**config.mk**
```make
export PLATFORM = sky130hd
export DESIGN_NAME = memory_stage
export DESIGN_NICKNAME = d
export VERILOG_FILES = /design/src/rtl/common_pkg.sv /design/src/rtl/load_aligner.sv /design/src/rtl/memory_stage.sv
export SDC_FILE = /design/constraint.sdc
export NUM_CORES = 1
export LEC_CHECK = 0
export ABC_AREA = 1
export CAP_MARGIN = 20
export CORE_ASPECT_RATIO = 1.5
export CORE_MARGIN = 3
export CORE_UTILIZATION = 45
export CTS_BUF_LIST = sky130_fd_sc_hd__clkbuf_16
export DETAILED_ROUTE_END_ITERATION = 12
export PLACE_DENSITY = 0.86
export SETUP_SLACK_MARGIN = 0.15
export SYNTH_ARGS = -nofsm -noshare
export SYNTH_HDL_FRONTEND = slang
export SYNTH_HIERARCHICAL = 1
export SYNTH_SLANG_ARGS = --single-unit
```
**constraint.sdc**
```tcl
create_clock -name clk -period 2.1 [get_ports clk]
set_input_delay 0.42 -clock clk [delete_from_list [all_inputs] [get_ports clk]]
set_output_delay 0.42 -clock clk [all_outputs]
set_load 0.05 [all_outputs]
```
**src/rtl/common_pkg.sv**
```systemverilog
// Shared pipeline types: control bundle, memory FSM states and funct3 codes.
// Imported by the memory stage and its load aligner.
package common;

    typedef struct packed {
        logic       reg_write;
        logic       mem_read;
        logic       mem_write;
        logic [2:0] funct3;
    } control_type;

    typedef enum logic [1:0] {
        IDLE,
        REQ,
        WAIT_RD
    } mem_state_t;

    localparam logic [2:0] F3_B  = 3'b000;
    localparam logic [2:0] F3_H  = 3'b001;
    localparam logic [2:0] F3_W  = 3'b010;
    localparam logic [2:0] F3_BU = 3'b100;
    localparam logic [2:0] F3_HU = 3'b101;

    function automatic logic f3_legal(input logic [2:0] f3,
                                      input logic is_store);
        logic ok;
        if (is_store) begin
            ok = (f3 == F3_B) || (f3 == F3_H) || (f3 == F3_W);
        end else begin
            ok = (f3 == F3_B) || (f3 == F3_H) || (f3 == F3_W) ||
                 (f3 == F3_BU) || (f3 == F3_HU);
        end
        return ok;
    endfunction

endpackage

```
**src/rtl/load_aligner.sv**
```systemverilog
// Extracts and extends the addressed byte/half/word from a read data word.
// Purely combinational so it can also serve a forwarding path.
module load_aligner
    import common::*;
(
    input  logic [31:0] rdata,
    input  logic [1:0]  addr,
    input  logic [2:0]  funct3,
    output logic [31:0] data
);

    logic [31:0] shifted;
    logic [7:0]  b;
    logic [15:0] h;

    always_comb begin
        shifted = rdata >> {addr, 3'b000};
        b       = shifted[7:0];
        h       = addr[1] ? rdata[31:16] : rdata[15:0];
        data    = '0;
        unique case (funct3)
            F3_B:    data = {{24{b[7]}}, b};
            F3_H:    data = {{16{h[15]}}, h};
            F3_W:    data = rdata;
            F3_BU:   data = {24'h0, b};
            F3_HU:   data = {16'h0, h};
            default: data = '0;
        endcase
    end

endmodule

```
**src/rtl/memory_stage.sv**
```systemverilog
// RV32I memory-access stage: issues loads/stores on a handshaked data port,
// stalls upstream while a bus access is outstanding, registers the WB bundle.
module memory_stage
    import common::*;
#(
    parameter int unsigned TIMEOUT_CYCLES = 16
) (
    input  logic        clk,
    input  logic        rst,
    input  logic        valid_in,
    input  control_type control_in,
    input  logic [31:0] alu_data,
    input  logic [31:0] memory_data,
    output logic        stall,
    output logic        valid_out,
    output control_type control_out,
    output logic [31:0] alu_data_out,
    output logic [31:0] load_data,
    output logic        misaligned,
    output logic        access_fault,
    output logic        dmem_req,
    output logic        dmem_we,
    output logic [31:0] dmem_addr,
    output logic [31:0] dmem_wdata,
    output logic [3:0]  dmem_be,
    input  logic        dmem_ready,
    input  logic        dmem_rvalid,
    input  logic [31:0] dmem_rdata
);

    localparam int CW = $clog2(TIMEOUT_CYCLES) + 1;

    mem_state_t  state_q, state_d;
    logic [CW-1:0] cnt_q, cnt_d;
    logic [31:0] addr_q, addr_d;
    logic [31:0] wdata_q, wdata_d;
    logic [3:0]  be_q, be_d;
    logic        we_q, we_d;
    logic        req_q, req_d;
    control_type ctrl_q, ctrl_d;

    logic        vo_q, vo_d;
    control_type co_q, co_d;
    logic [31:0] ao_q, ao_d;
    logic [31:0] ld_q, ld_d;
    logic        mis_q, mis_d;
    logic        af_q, af_d;

    logic        stall_c;
    logic        mem_op, mis_c, legal_c, done, expire;
    logic [31:0] aligned;

    load_aligner u_align (
        .rdata  (dmem_rdata),
        .addr   (addr_q[1:0]),
        .funct3 (ctrl_q.funct3),
        .data   (aligned)
    );

    always_comb begin
        state_d = state_q;
        cnt_d   = cnt_q;
        addr_d  = addr_q;
        wdata_d = wdata_q;
        be_d    = be_q;
        we_d    = we_q;
        req_d   = req_q;
        ctrl_d  = ctrl_q;
        vo_d    = 1'b0;
        co_d    = '0;
        ao_d    = '0;
        ld_d    = '0;
        mis_d   = 1'b0;
        af_d    = 1'b0;
        stall_c = 1'b0;
        done    = 1'b0;
        expire  = (cnt_q == CW'(TIMEOUT_CYCLES - 1));
        mem_op  = control_in.mem_read | control_in.mem_write;
        legal_c = f3_legal(control_in.funct3, control_in.mem_write);
        mis_c   = ((control_in.funct3[1:0] == 2'b01) && alu_data[0]) ||
                  ((control_in.funct3[1:0] == 2'b10) &&
                   (alu_data[1:0] != 2'b00));

        unique case (state_q)
            IDLE: begin
                if (valid_in && !mem_op) begin
                    vo_d = 1'b1;
                    co_d = control_in;
                    ao_d = alu_data;
                end else if (valid_in && (mis_c || !legal_c)) begin
                    vo_d = 1'b1;
                    co_d = control_in;
                    co_d.reg_write = 1'b0;
                    ao_d  = alu_data;
                    mis_d = mis_c;
                    af_d  = !legal_c;
                end else if (valid_in) begin
                    stall_c = 1'b1;
                    state_d = REQ;
                    cnt_d   = '0;
                    req_d   = 1'b1;
                    addr_d  = alu_data;
                    ctrl_d  = control_in;
                    we_d    = control_in.mem_write;
                    be_d    = 4'b1111;
                    wdata_d = memory_data;
                    if (control_in.mem_write) begin
                        unique case (control_in.funct3[1:0])
                            2'b00: begin
                                be_d    = 4'b0001 << alu_data[1:0];
                                wdata_d = {4{memory_data[7:0]}};
                            end
                            2'b01: begin
                                be_d    = 4'b0011 << {alu_data[1], 1'b0};
                                wdata_d = {2{memory_data[15:0]}};
                            end
                            default: be_d = 4'b1111;
                        endcase
                    end
                end
            end
            REQ, WAIT_RD: begin
                cnt_d = cnt_q + 1'b1;
                if (state_q == REQ) begin
                    done = dmem_ready && (we_q || dmem_rvalid);
                end else begin
                    done = dmem_rvalid;
                end
                stall_c = !(done || expire);
                // Completion beats a timeout landing in the same cycle.
                if (done) begin
                    vo_d    = 1'b1;
                    co_d    = ctrl_q;
                    ao_d    = addr_q;
                    ld_d    = we_q ? 32'h0 : aligned;
                    req_d   = 1'b0;
                    state_d = IDLE;
                end else if (expire) begin
                    vo_d = 1'b1;
                    co_d = ctrl_q;
                    co_d.reg_write = 1'b0;
                    ao_d    = addr_q;
                    af_d    = 1'b1;
                    req_d   = 1'b0;
                    state_d = IDLE;
                end else if (state_q == REQ && dmem_ready) begin
                    req_d   = 1'b0;
                    state_d = WAIT_RD;
                end
            end
            default: begin
                state_d = IDLE;
                req_d   = 1'b0;
            end
        endcase
    end

    always_ff @(posedge clk) begin
        if (rst) begin
            state_q <= IDLE;
            cnt_q   <= '0;
            addr_q  <= '0;
            wdata_q <= '0;
            be_q    <= '0;
            we_q    <= 1'b0;
            req_q   <= 1'b0;
            ctrl_q  <= '0;
            vo_q    <= 1'b0;
            co_q    <= '0;
            ao_q    <= '0;
            ld_q    <= '0;
            mis_q   <= 1'b0;
            af_q    <= 1'b0;
        end else begin
            state_q <= state_d;
            cnt_q   <= cnt_d;
            addr_q  <= addr_d;
            wdata_q <= wdata_d;
            be_q    <= be_d;
            we_q    <= we_d;
            req_q   <= req_d;
            ctrl_q  <= ctrl_d;
            vo_q    <= vo_d;
            co_q    <= co_d;
            ao_q    <= ao_d;
            ld_q    <= ld_d;
            mis_q   <= mis_d;
            af_q    <= af_d;
        end
    end

    assign stall        = stall_c & ~rst;
    assign valid_out    = vo_q;
    assign control_out  = co_q;
    assign alu_data_out = ao_q;
    assign load_data    = ld_q;
    assign misaligned   = mis_q;
    assign access_fault = af_q;
    assign dmem_req     = req_q;
    assign dmem_we      = we_q;
    assign dmem_addr    = {addr_q[31:2], 2'b00};
    assign dmem_wdata   = wdata_q;
    assign dmem_be      = be_q;

endmodule

```
==> out/metrics.yaml, run 1 <==
status: "finished clean"
hold_path.class: "in -> reg"
largest_net_degree_at_the_start_of_global_routing: 57
synthesis.area_mm2: 0.00700
yosys.area_share.adder_pct: 1.07
main_combinational_cell_family_by_area_after_synthesis: "simple AND/OR/NAND/NOR gates"
drcViolationCount: 0
io_pins: 251
yosysWarnings: 6
synth-xor-area-share_pct: 0.125
post-route-period-util_pct: 98.9
design.core.area_mm2: 0.0151
met3_global_route_usage_pct: 6.75
tightest_slew_ns: 0.604
antenna_found_initial: 1
yosysSeqAreaShare_pct: 44.1
place.detailed.instances: 1399
max_cap_violations: 0
hold_buffers: 0
tritoncts: "built"
routabilityCongestion: 0.915
setup_tns_ns: 0
critPathRequiredTime_ns: 1.68
max_clock_freq_mhz: 481
netlist_top_cells_area: "dfxtp_1 (44%), nand2_1 (11%), nor2_1 (9.4%)"
synth.mux.area_fraction_pct: 0
synthSimpleGateAreaFrac_pct: 25.9
area_delta_synth_final_pct: 48.2
yosys.cell_types.count: 32
maxSlewHeadroom_pct: 59.7
drtPass1Iterations: 5
path_clk_slew_ns: 0.06
cellLeakagePower_nw: 5.43
die-area_mm2: 0.0171
cts_num_sinks: 154
arrival_ns: 1.66
die_h_um: 159
floorplan.initialDensity_pct: 46.2
cts-htree-levels: 4
dp.final_hpwl_um: 16000
critical_path_class: "reg -> out"
worst-path-max-fanout: 2
layout.cells.most_common: "nand2_1"
crit_path_end_kind: "output pin"
port_buffers: 248
worst_hold_slack_ns: 0.331
fin_nets: 1349
rsz_0062_raised_after_global_routing: "true"
power_per_cell_area_mw_per_mm2: 993
vdd_ir_drop_max_mv: 0.513
grt.overflow.total: 0
drive_gt1_share_pct: 12.0
max_stage_delay_ns: 0.34
via_count: 7326
postSynthRegisterBits: 154
cell_type_with_the_highest_aggregate_area_in_the_netlist: "dfxtp_1"
drtIter0Drc: 421
cts-root-to-sink-buffers: 2
fin_worst_skew_ns: 0.0114
chipWidth_um: 108
met2_usage_pct: 45.2
critical_path.startpoint_type: "register"
post_drt_wl_per_cell_um: 15.5
slew_viol_final: 0
global_route_wire_length_before_repair_um: 34600
final_hold_violating_endpoints: 0
route.final.wire_length_um: 22500
cp_cell_sequence: "ha_4 > inv_2 > nor2_2 > ha_2 > inv_2 > nand3_4 > a21oi_4 > buf_12"
netlist.area_leader.share_pct: 44.1
path_delay_family: "flip-flops"
final_critical_period_ns: 2.08
grtUsageMet1_pct: 26.6
worstSkewPairLatency_ns: 0.41
clk_root_buffer_cell: "clkbuf_16"
critical_path_s_slowest_cell: "dfxtp_2"
mean_instance_size_in_the_synthesized_netlist_um2: 7.11
synth_compound_gate_area_share_pct: 14.9
finalNonFillerCells: 1449
grt_pass1_vias: 6911
globalRoute.busiestLayer: "met2"
final-setup-viol-count: 0
antenna_violating_nets_post_route: 0
netlist_instances: 984
rows: 55
global_routing_usage_summed_across_all_routing_layers_pct: 25.2
timing.critical_path.mode_cell: "inv_2"
mostFrequentLayoutCells: "nand2_1 (198), nor2_1 (173), dfxtp_1 (150), dlygate4sd2_1 (128), inv_1 (103)"
route.detailed.vias_per_inst: 5.06
cts_made_buffers: 17
worst-path-buf-inv: 3
==> final timing paths <==
kind	slack (ns)	depth (start not counted)	to	start
hold reg to reg	0.47	2	dmem_be[1]	dmem_be[1]
hold / removal	0.33	3	control_out[2]	control_in[2]
setup reg to reg	0.18	11	alu_data_out[4]	cnt_q[0]
setup / recovery	0.02	8	stall	cnt_q[0]
==> stage by stage <==
stage / instance area (µm²) / setup WS (ns) / utilization, % / power [W]
global route: 10400 / -0.0344 / 68.5 / 0.0108
floorplan: 7040 / 0.158 / - / 0.00608
finish: 10400 / 0.0230 / 68.5 / 0.0103
global placement: 9710 / -0.130 / 64.2 / 0.00735
detailed placement: 9710 / -0.181 / 64.2 / 0.00741
CTS: 10200 / -0.000433 / 67.6 / 0.0102
==> synth_stat cells <==
library cell,count
nor3_1,3
a21oi_1,68
o22ai_1,9
conb_1,1
ha_1,6
nand2_1,200
o21ai_0,93
nand2_2,8
inv_2,3
clkinv_1,2
xor2_1,1
o211ai_1,5
nor2_8,3
dfxtp_1,154
o21ai_1,4
inv_6,1
inv_1,107
o21a_1,2
or2_2,2
nor2_1,175
nand3_1,32
nor2_2,6
nand3_2,1
buf_2,15
nand2_4,4
clkbuf_1,19
nor2_4,1
o21bai_1,1
o211a_1,9
buf_6,10
buf_4,38
o211ai_2,1
==> power breakdown <==
part / switching, W / internal, W
Sequential: 0.000181 / 0.00326
Clock: 0.00126 / 0.00163
Combinational: 0.00259 / 0.00136
==> kinds of logic after synthesis <==
kind of cell	after synthesis
compound gates	192
simple gates	435
xor+xnor	1
flops	154
buf+inv	195
other cells	1
fa+ha+maj	6
==> state kept, by name (all words and copies together), names as in the netlist, 4 cells and up <==
name,cells
dmem_be,4
addr_q,32
cnt_q,5
control_out,6
ctrl_q,6
load_data,32
dmem_wdata,32
alu_data_out,32
==> timing repair <==
action,in CTS,in global routing
pin swaps,10,13
buffers inserted,10,7
endpoints found under the setup margin,127,19
gates resized for setup,148,30
==> routing by layer <==
layer	vias up	share of wire [%]
li1	3552	-
met1	3377	35
met2	328	53
met3	69	7.5
met4	0	4.4
met5	-	0
==> layout make-up <==
cell class,count,area (µm²)
Antenna cell,1,2.50
Clock buffer,17,425
Clock inverter,15,125
Fill cell,1276,4770
Inverter,113,432
Multi-Input combinational cell,636,3050
Sequential cell,154,3090
Tap cell,199,249
Timing Repair Buffer,314,2990
==> tightest hold or removal path, cell delays in order <==
cell            delay, ns
dlymetal6s2s_1       0.15
nand2_1              0.07
a21oi_1              0.05
(Power assumes the default switching activity.)
==> run 2: changes to the inputs <==
--- a/config.mk
+++ b/config.mk
@@ -12,6 +12,7 @@
 export CORE_UTILIZATION = 45
 export CTS_BUF_LIST = sky130_fd_sc_hd__clkbuf_16
 export DETAILED_ROUTE_END_ITERATION = 12
+export HOLD_SLACK_MARGIN = 0.12
 export PLACE_DENSITY = 0.86
 export SETUP_SLACK_MARGIN = 0.15
 export SYNTH_ARGS = -nofsm -noshare
==> results of run 2 <==
Same layout as run 1: the final DEF is identical, and so are final timing and power.
